$ cat src/rtl/se_cla_acc_pkg.sv
// Shared types and constants for the bit-serial signed accumulator.
// Holds the FSM state enumeration, default widths and the counter-width helper.
package se_cla_acc_pkg;

    localparam int DEF_IN_W  = 27;
    localparam int DEF_ACC_W = 51;
    localparam int DEF_NBITS = 8;

    typedef enum logic [1:0] {
        IDLE  = 2'd0,
        ACCUM = 2'd1,
        DONE  = 2'd2
    } state_t;

    // The counter must be able to hold every beat index 0..NBITS.
    function automatic int cnt_width(input int nbits);
        return $clog2(nbits + 1);
    endfunction

endpackage

$ cat src/rtl/se_cla_add.sv
// ACC_W-bit adder/subtractor: sum = a +/- (sext(b) << shamt), wrapping modulo 2^ACC_W.
// The second operand is sign-extended from IN_W bits before the shift.
module se_cla_add #(
    parameter int ACC_W = 51,
    parameter int IN_W  = 27,
    parameter int SH_W  = 4
) (
    input  logic [ACC_W-1:0] a,
    input  logic [IN_W-1:0]  b,
    input  logic [SH_W-1:0]  shamt,
    input  logic             sub,
    output logic [ACC_W-1:0] sum
);

    logic [ACC_W-1:0] b_ext;
    logic [ACC_W-1:0] b_sh;
    logic [ACC_W-1:0] b_op;

    assign b_ext = {{(ACC_W-IN_W){b[IN_W-1]}}, b};
    assign b_sh  = b_ext << shamt;

    // Subtraction as a + ~x + 1, folding the +1 into the carry-in.
    assign b_op  = sub ? ~b_sh : b_sh;
    assign sum   = a + b_op + {{(ACC_W-1){1'b0}}, sub};

endmodule

$ cat src/rtl/se_cla_acc.sv
// Bit-serial signed accumulator: one partial sum per input bit position, LSB first,
// weighted by 2^k and added to a bias; the MSB beat is subtracted for signed inputs.
module se_cla_acc
    import se_cla_acc_pkg::*;
#(
    parameter int IN_W      = DEF_IN_W,
    parameter int ACC_W     = DEF_ACC_W,
    parameter int NBITS     = DEF_NBITS,
    parameter int SIGNED_IN = 1
) (
    input  logic             clk,
    input  logic             rst,
    input  logic             clr,
    input  logic             in_valid,
    output logic             in_ready,
    input  logic [IN_W-1:0]  in_psum,
    input  logic [ACC_W-1:0] in_bias,
    output logic             out_valid,
    input  logic             out_ready,
    output logic [ACC_W-1:0] out_sum,
    output logic             busy
);

    localparam int               CNT_W = cnt_width(NBITS);
    localparam logic [CNT_W-1:0] LAST  = CNT_W'(NBITS - 1);

    state_t           state, state_n;
    logic [CNT_W-1:0] cnt, cnt_n;
    logic [ACC_W-1:0] acc, acc_n;

    logic             accept;
    logic             first_beat;
    logic [CNT_W-1:0] k;
    logic             sub;
    logic [ACC_W-1:0] add_a;
    logic [ACC_W-1:0] add_sum;

    assign in_ready   = (state == DONE) ? out_ready : 1'b1;
    assign accept     = in_valid && in_ready;

    // Any beat accepted outside ACCUM starts a new run: bias is loaded, not added.
    assign first_beat = (state != ACCUM);
    assign k          = first_beat ? '0 : cnt;
    assign add_a      = first_beat ? in_bias : acc;
    assign sub        = (SIGNED_IN != 0) && (k == LAST);

    se_cla_add #(
        .ACC_W (ACC_W),
        .IN_W  (IN_W),
        .SH_W  (CNT_W)
    ) u_add (
        .a     (add_a),
        .b     (in_psum),
        .shamt (k),
        .sub   (sub),
        .sum   (add_sum)
    );

    always_comb begin
        state_n = state;
        cnt_n   = cnt;
        acc_n   = acc;
        if (accept) begin
            acc_n = add_sum;
            if (k == LAST) begin
                state_n = DONE;
                cnt_n   = '0;
            end else begin
                state_n = ACCUM;
                cnt_n   = k + CNT_W'(1);
            end
        end else if (state == DONE && out_ready) begin
            state_n = IDLE;
        end
    end

    // NOTE: state registers use non-blocking assignments so every flop samples pre-edge values.
    always_ff @(posedge clk) begin
        if (rst) begin
            state <= IDLE;
            cnt   <= '0;
            acc   <= '0;
        end else if (clr) begin
            state <= IDLE;
            cnt   <= '0;
        end else begin
            state <= state_n;
            cnt   <= cnt_n;
            acc   <= acc_n;
        end
    end

    assign out_valid = (state == DONE);
    assign busy      = (state != IDLE);
    assign out_sum   = acc;

endmodule

$ cat config.mk
export PLATFORM = sky130hd
export DESIGN_NAME = se_cla_acc
export DESIGN_NICKNAME = d
export VERILOG_FILES = /design/src/rtl/se_cla_acc_pkg.sv /design/src/rtl/se_cla_add.sv /design/src/rtl/se_cla_acc.sv
export SDC_FILE = /design/constraint.sdc
export NUM_CORES = 1
export LEC_CHECK = 0
export ABC_AREA = 1
export CORE_AREA = 8 8 130 132
export DETAILED_ROUTE_END_ITERATION = 10
export DIE_AREA = 0 0 138 140
export GPL_TIMING_DRIVEN = 1
export PLACE_DENSITY = 0.81
export SYNTH_ARGS = -nofsm -noshare
export SYNTH_HDL_FRONTEND = slang
export SYNTH_SLANG_ARGS = --single-unit
$ cat constraint.sdc
create_clock -name clk -period 3.6 [get_ports clk]
set_input_delay 0.9 -clock clk [delete_from_list [all_inputs] [get_ports clk]]
set_output_delay 0.9 -clock clk [all_outputs]
set_load 0.01 [all_outputs]
==> results of run 1 <==
what timing repair did:
item                       4_1_cts
setup endpoints to repair       39
cloned                           2
resized for setup              233
pin swaps                      100
setup buffers                   40
logic make-up after synthesis:
family	synth area share
multiplexers	0.00125
XOR/XNOR	0.0317
AO/OA/AOI/OAI	0.277
AND/OR/NAND/NOR	0.327
flip-flops	0.142
adder cells (fa/ha/maj)	0.0869
buffers and inverters	0.134
through the flow:
| step | setup WS [ns] | area, µm² | hold WS, ns | utilization | setup TNS, ns |
|---|---|---|---|---|---|
| after CTS | -0.0591 | 12600 | 0.480 | 0.847 | -0.225 |
| after global placement | -0.808 | 11300 | 0.447 | 0.759 | -22.82 |
| after detailed placement | -0.821 | 11300 | 0.470 | 0.759 | -24.71 |
| after floorplan | 0.268 | 8010 | 0.432 | - | 0 |
per-layer routing:
metal | global-route usage | GRT overflow
met1 | 0.689 | 0
met2 | 0.873 | 49
met3 | 0.609 | 0
met4 | 0.717 | 25
met5 | 0.254 | 0
cells in the mapped netlist (4+ instances only):
library cell / n
o21ai_0: 129
buf_6: 4
a21o_1: 10
o21ai_1: 56
nand4_1: 4
nor3_1: 15
o211ai_1: 11
inv_2: 11
inv_1: 205
o22ai_1: 5
nand3_1: 52
xnor2_1: 8
a211oi_1: 11
dfxtp_1: 57
buf_2: 9
nand2_1: 408
nor2_1: 141
buf_1: 5
a21oi_1: 131
ha_1: 54
a31oi_1: 11
nand2_2: 6
clkbuf_1: 30
o21bai_1: 14
o21ai_2: 6
xor2_1: 21
==> results.cfg, run 1 <==
[yosys]
synth_edf_count = 0
yosys_register_bits = 57
synth.avg_cell_area_um2 = 5.50
synth_area_leaders = nand2_1 (19%), dfxtp_1 (14%), inv_1 (9.6%)
yosysTopAreaCell = nand2_1
synth_top_cell_area_share = 0.191
netlist_area_um2 = 8010
synth_cell_types = 51
syn_nets = 1594
ys_seq_area_frac = 0.143
yosysWarnings = 0
syn_inst = 1456
synth_ff_type = dfxtp_1
synthArstFlopShare = 0

[die]
dieHeight_um = 140
die_w_um = 138
start_util = 0.539
top_level_ports = 137
rows = 45

[timing]
crit_endpoint = out_sum[40]$_SDFFE_PP0P_/D
worstEndpointType = sequential cell input

[clock_tree]
clkSinkCount = 57
cts_buffer_depth = 2
root_buffer = clkbuf_16
h-tree-depth = 3
cts-buffers-inserted = 9
ctsHoldBuffers = 0

[placement]
place_hpwl_um = 27600
place.gp.congestion = 1.05
portBuffers = 136
place_inst = 1977

[global_route]
grt_max_degree = 53
grt_usage = 0.715
gr-total-overflow = 74

[outcome]
firstError = [ERROR GRT-0232] Routing congestion too high. Check the congestion heatmap in the GUI.
stop_stage = global routing
status = did not finish
==> run 2, diff against run 1 <==
--- a/config.mk
+++ b/config.mk
@@ -6,11 +6,11 @@
 export NUM_CORES = 1
 export LEC_CHECK = 0
 export ABC_AREA = 1
-export CORE_AREA = 8 8 130 132
+export CORE_AREA = 8 8 151 153
 export DETAILED_ROUTE_END_ITERATION = 10
-export DIE_AREA = 0 0 138 140
+export DIE_AREA = 0 0 159 161
 export GPL_TIMING_DRIVEN = 1
-export PLACE_DENSITY = 0.81
+export PLACE_DENSITY_LB_ADDON = 0.15
 export SYNTH_ARGS = -nofsm -noshare
 export SYNTH_HDL_FRONTEND = slang
 export SYNTH_SLANG_ARGS = --single-unit
==> run 2 against run 1 <==
The flow now finishes, with violations (setup timing). Synthesized cell count is the same. Area after synthesis is the same.
==> results.cfg, run 2 <==
[outcome]
status = complete, but fails checks
violations = setup timing

[yosys]
synth.avg_cell_area_um2 = 5.50
ys_seq_area_frac = 0.143
yosysMostFrequentCell = nand2_1
netlist_area_um2 = 8010
synth_edf_count = 0
synth_simple_gate_area_frac = 0.327
yosysTopAreaCell = nand2_1
syn_inst = 1456
synth_top_cell_area_share = 0.191
synth_cell_types = 51
syn_nets = 1594
synthAdderAreaFrac = 0.0869
synthMuxAreaShare = 0.00125
synth_ff_type = dfxtp_1
synth_top_family_by_area = simple AND/OR/NAND/NOR gates
synth_compound_area_frac = 0.277
yosysWarnings = 0
yosys_register_bits = 57
synthArstFlopShare = 0
synth_area_leaders = nand2_1 (19%), dfxtp_1 (14%), inv_1 (9.6%)
synth_xor_area_frac = 0.0317
synth_common_cells = nand2_1 (408), inv_1 (205), nor2_1 (141)

[global_route]
grtUsageMet3 = 0.0458
grt_pass1_vias = 10700
antenna_found_initial = 0
grt_usage = 0.267
grt_pass1_wl_um = 55200
top_usage_layer = met2
gr-total-overflow = 0
met1_usage = 0.319
grtUsageMet2 = 0.465
grt_max_degree = 53

[timing]
slew_headroom = 0.463
hold_viol = 0
fmax_mhz = 276
setup_viol = 1
finClkSkew_ns = 0.00656
fin_crit_ns = 3.62
setup_slack_ns = -0.0234
timing.hold.ws_ns = 0.471
maxSlewViolCount = 0
worst_pin_slew_ns = 0.804
final.period_utilization = 1.01
rsz0062_at_grt = yes

[setup_path]
cp_cell_sequence = dlygate4sd2_1, inv_1, o21ai_1, nand2_1, o21ai_2, nand2_1, nand2_1, buf_4, buf_4, a211oi_4, ha_4, nand2_4, buf_6, nor2_4, inv_2, nor2_4, inv_2, nor4_4, buf_4, a21oi_4, o21bai_4, nor2_1, o21bai_1, inv_1
crit_arrival_ns = 3.87
crit_slowest_cell = a211oi_4
cp.required_ns = 3.85
critPathLaunchType = input port
crit_family = buffers and inverters
worstPathBufferInverterCount = 9
crit_fanout = 4
crit_path_max_incr_delay_ns = 0.31
cp-end-kind = flop
critPathKind = in -> reg

[die]
top_level_ports = 137
dieArea_um2 = 25600
start_util = 0.390
rows = 53
die_w_um = 159
dieHeight_um = 161
fp.coreArea_um2 = 20600

[pwr]
powerDensity_nw_per_um2 = 282
p_leak_nw = 6.73
ir_drop_uv = 230

[clock_tree]
cts-buffers-inserted = 9
worstSkewPairLatency_ns = 0.35
ctsHoldBuffers = 0
clkSinkCount = 57
root_buffer = clkbuf_16
h-tree-depth = 3
clk_pin_slew_ns = 0.06
cts_buffer_depth = 2
cts_tree = yes

[routing]
wl_per_cell_um = 16.8
first_pass_iters = 5
wl_um = 36400
antenna_left = 0
drtIter0Drc = 665
drc = 0
via_count = 11100
vias_per_cell = 5.15

[placement]
place.gp.congestion = 0.891
portBuffers = 136
place_hpwl_um = 27900
place_inst = 2086

[final_layout]
mostFrequentLayoutCell = nand2_1
drive_gt1_frac = 0.390
areaGrowthSynthToFinish_pct = 79.0
layout_common_cells = nand2_1 (347), buf_4 (296), inv_1 (172)
largest_reg_flops = 51
num_antenna_cells = 0
fin_nets = 2022
stdcell_count = 2164

[run]
max-cap-violations = 0

[hold_path]
hold_path_class = reg -> reg
-- run 2: cell counts after synthesis --
No cell type changed its count.
-- run 2: what timing repair did --
action	CTS	global route
buffers inserted	32	26
pin swaps	137	80
endpoints found under the setup margin	40	40
gates cloned	0	5
resized for setup	322	230
-- run 2: power by group --
part | switching, mW | internal, mW
combinational | 1.23 | 1.11
sequential | 0.0343 | 0.680
clock | 0.365 | 0.626
-- run 2: layer usage --
layer	wire length, µm	part of all wire
met3	1920	0.053
met5	0	0
met2	17200	0.47
met4	1860	0.051
met1	15400	0.42
-- run 2: cell type report --
cell class	count	area [µm²]
flip-flops and latches	57	1150
fillers	1828	6230
repair inverters	2	17.5
multi-input cells	1128	7610
well taps	275	344
repair buffers	465	4030
inverters	221	857
clock inverters	6	91.3
clock buffers	10	239
-- run 2: metrics by stage --
stage | setup TNS [ns] | utilization | worst slack (ns) | power [mW] | area (µm²)
CTS | 0 | 0.640 | 0.0145 | 3.77 | 13200
detailed placement | -27.79 | 0.562 | -0.956 | 2.51 | 11600
global route | -2.95 | 0.697 | -0.218 | 4.28 | 14300
floorplan | 0 | - | 0.268 | 1.59 | 8010
global placement | -27.74 | 0.562 | -0.928 | 2.50 | 11600
finish | -0.0234 | 0.697 | -0.0234 | 4.05 | 14300
-- run 2: path summary, 6_finish.rpt --
| check | cells after the start | to | start | slack (ns) |
|---|---|---|---|---|
| max | 24 | out_sum[32]$_SDFFE_PP0P_ | in_psum[12] | -0.02 |
| min reg2reg | 2 | cnt[3]$_SDFFE_PP0P_ | cnt[3]$_SDFFE_PP0P_ | 0.47 |
| min | 2 | cnt[3]$_SDFFE_PP0P_ | cnt[3]$_SDFFE_PP0P_ | 0.47 |
| max reg2reg | 26 | out_sum[32]$_SDFFE_PP0P_ | state[1]$_SDFFE_PP0P_ | -0.01 |
-- run 2: worst min-delay path: cells and delay by family, from the launching register on --
| family | cells | cell delay (ns) |
|---|---|---|
| DFF | 1 | 0.33 |
| and+or+nand+nor | 1 | 0.07 |
| AOI/OAI and AO/OA | 1 | 0.03 |
-- run 2: cells by family (layout without fill, tap and decap cells) --
group	Yosys count	after routing
buffers and inverters	271	704
adders and majority gates	55	55
xor gates and xnor gates	29	29
and+or+nand+nor	645	645
AOI/OAI and AO/OA	398	398
DFF	57	57
muxes	1	1
No activity file was read; power rests on OpenSTA's default activity.
==> run 3, diff against run 2 <==
--- a/config.mk
+++ b/config.mk
@@ -6,9 +6,9 @@
 export NUM_CORES = 1
 export LEC_CHECK = 0
 export ABC_AREA = 1
-export CORE_AREA = 8 8 151 153
+export CORE_AREA = 8 8 130 132
 export DETAILED_ROUTE_END_ITERATION = 10
-export DIE_AREA = 0 0 159 161
+export DIE_AREA = 0 0 138 140
 export GPL_TIMING_DRIVEN = 1
 export PLACE_DENSITY_LB_ADDON = 0.15
 export SYNTH_ARGS = -nofsm -noshare
==> run 3 against run 2 <==
Synthesized cell count is the same. Area after synthesis stayed put. The flow now stops in global routing.
==> results.cfg, run 3 <==
[timing]
crit_endpoint = out_sum[50]$_SDFFE_PP0P_/D
worstEndpointType = sequential cell input

[die]
start_util = 0.539
top_level_ports = 137
dieHeight_um = 140
die_w_um = 138
rows = 45

[yosys]
yosysMostFrequentCell = nand2_1
syn_inst = 1456
synth_common_cells = nand2_1 (408), inv_1 (205), nor2_1 (141)
synthArstFlopShare = 0
ys_seq_area_frac = 0.143
netlist_area_um2 = 8010
yosysWarnings = 0
yosys_register_bits = 57
synth_cell_types = 51
synth_top_cell_area_share = 0.191
syn_nets = 1594
synth_ff_type = dfxtp_1
synth_edf_count = 0
yosysTopAreaCell = nand2_1
synth_area_leaders = nand2_1 (19%), dfxtp_1 (14%), inv_1 (9.6%)
synth.avg_cell_area_um2 = 5.50

[global_route]
grt_max_degree = 51
grt_usage = 0.621
gr-total-overflow = 12

[clock_tree]
h-tree-depth = 3
ctsHoldBuffers = 0
root_buffer = clkbuf_16
cts_buffer_depth = 2
cts-buffers-inserted = 9
clkSinkCount = 57

[outcome]
status = did not finish
stop_stage = global routing
firstError = [ERROR GRT-0232] Routing congestion too high. Check the congestion heatmap in the GUI.

[placement]
portBuffers = 136
place_hpwl_um = 27000
place.gp.congestion = 1.02
[run 3: cell counts after synthesis]
Identical to the previous run, type by type.
[run 3: timing repair]
item	CTS
pin swaps	115
hold endpoints to repair	0
setup endpoints to repair	39
gates resized for setup	288
buffers inserted	32
[run 3: through the flow]
step	cells	instance area, µm²	setup WS [ns]	util	hold slack (ns)
floorplan	1456	8010	0.268	-	0.432
global placement	1974	11200	-0.856	0.756	0.444
detailed placement	1974	11200	-0.834	0.756	0.448
CTS	2022	12700	-0.0286	0.855	0.459
[run 3: cell families after synthesis]
family                     after synthesis  share of synthesized area
AOI/OAI and AO/OA                      398                      0.277
xor gates and xnor gates                29                     0.0317
adders and majority gates               55                     0.0869
buffers and inverters                  271                      0.134
DFF                                     57                      0.142
muxes                                    1                    0.00125
and+or+nand+nor                        645                      0.327
[run 3: per-layer routing]
layer	global-route usage	GRT overflow
met5	0.173	0
met4	0.584	4
met3	0.462	0
met2	0.805	8
met1	0.617	0
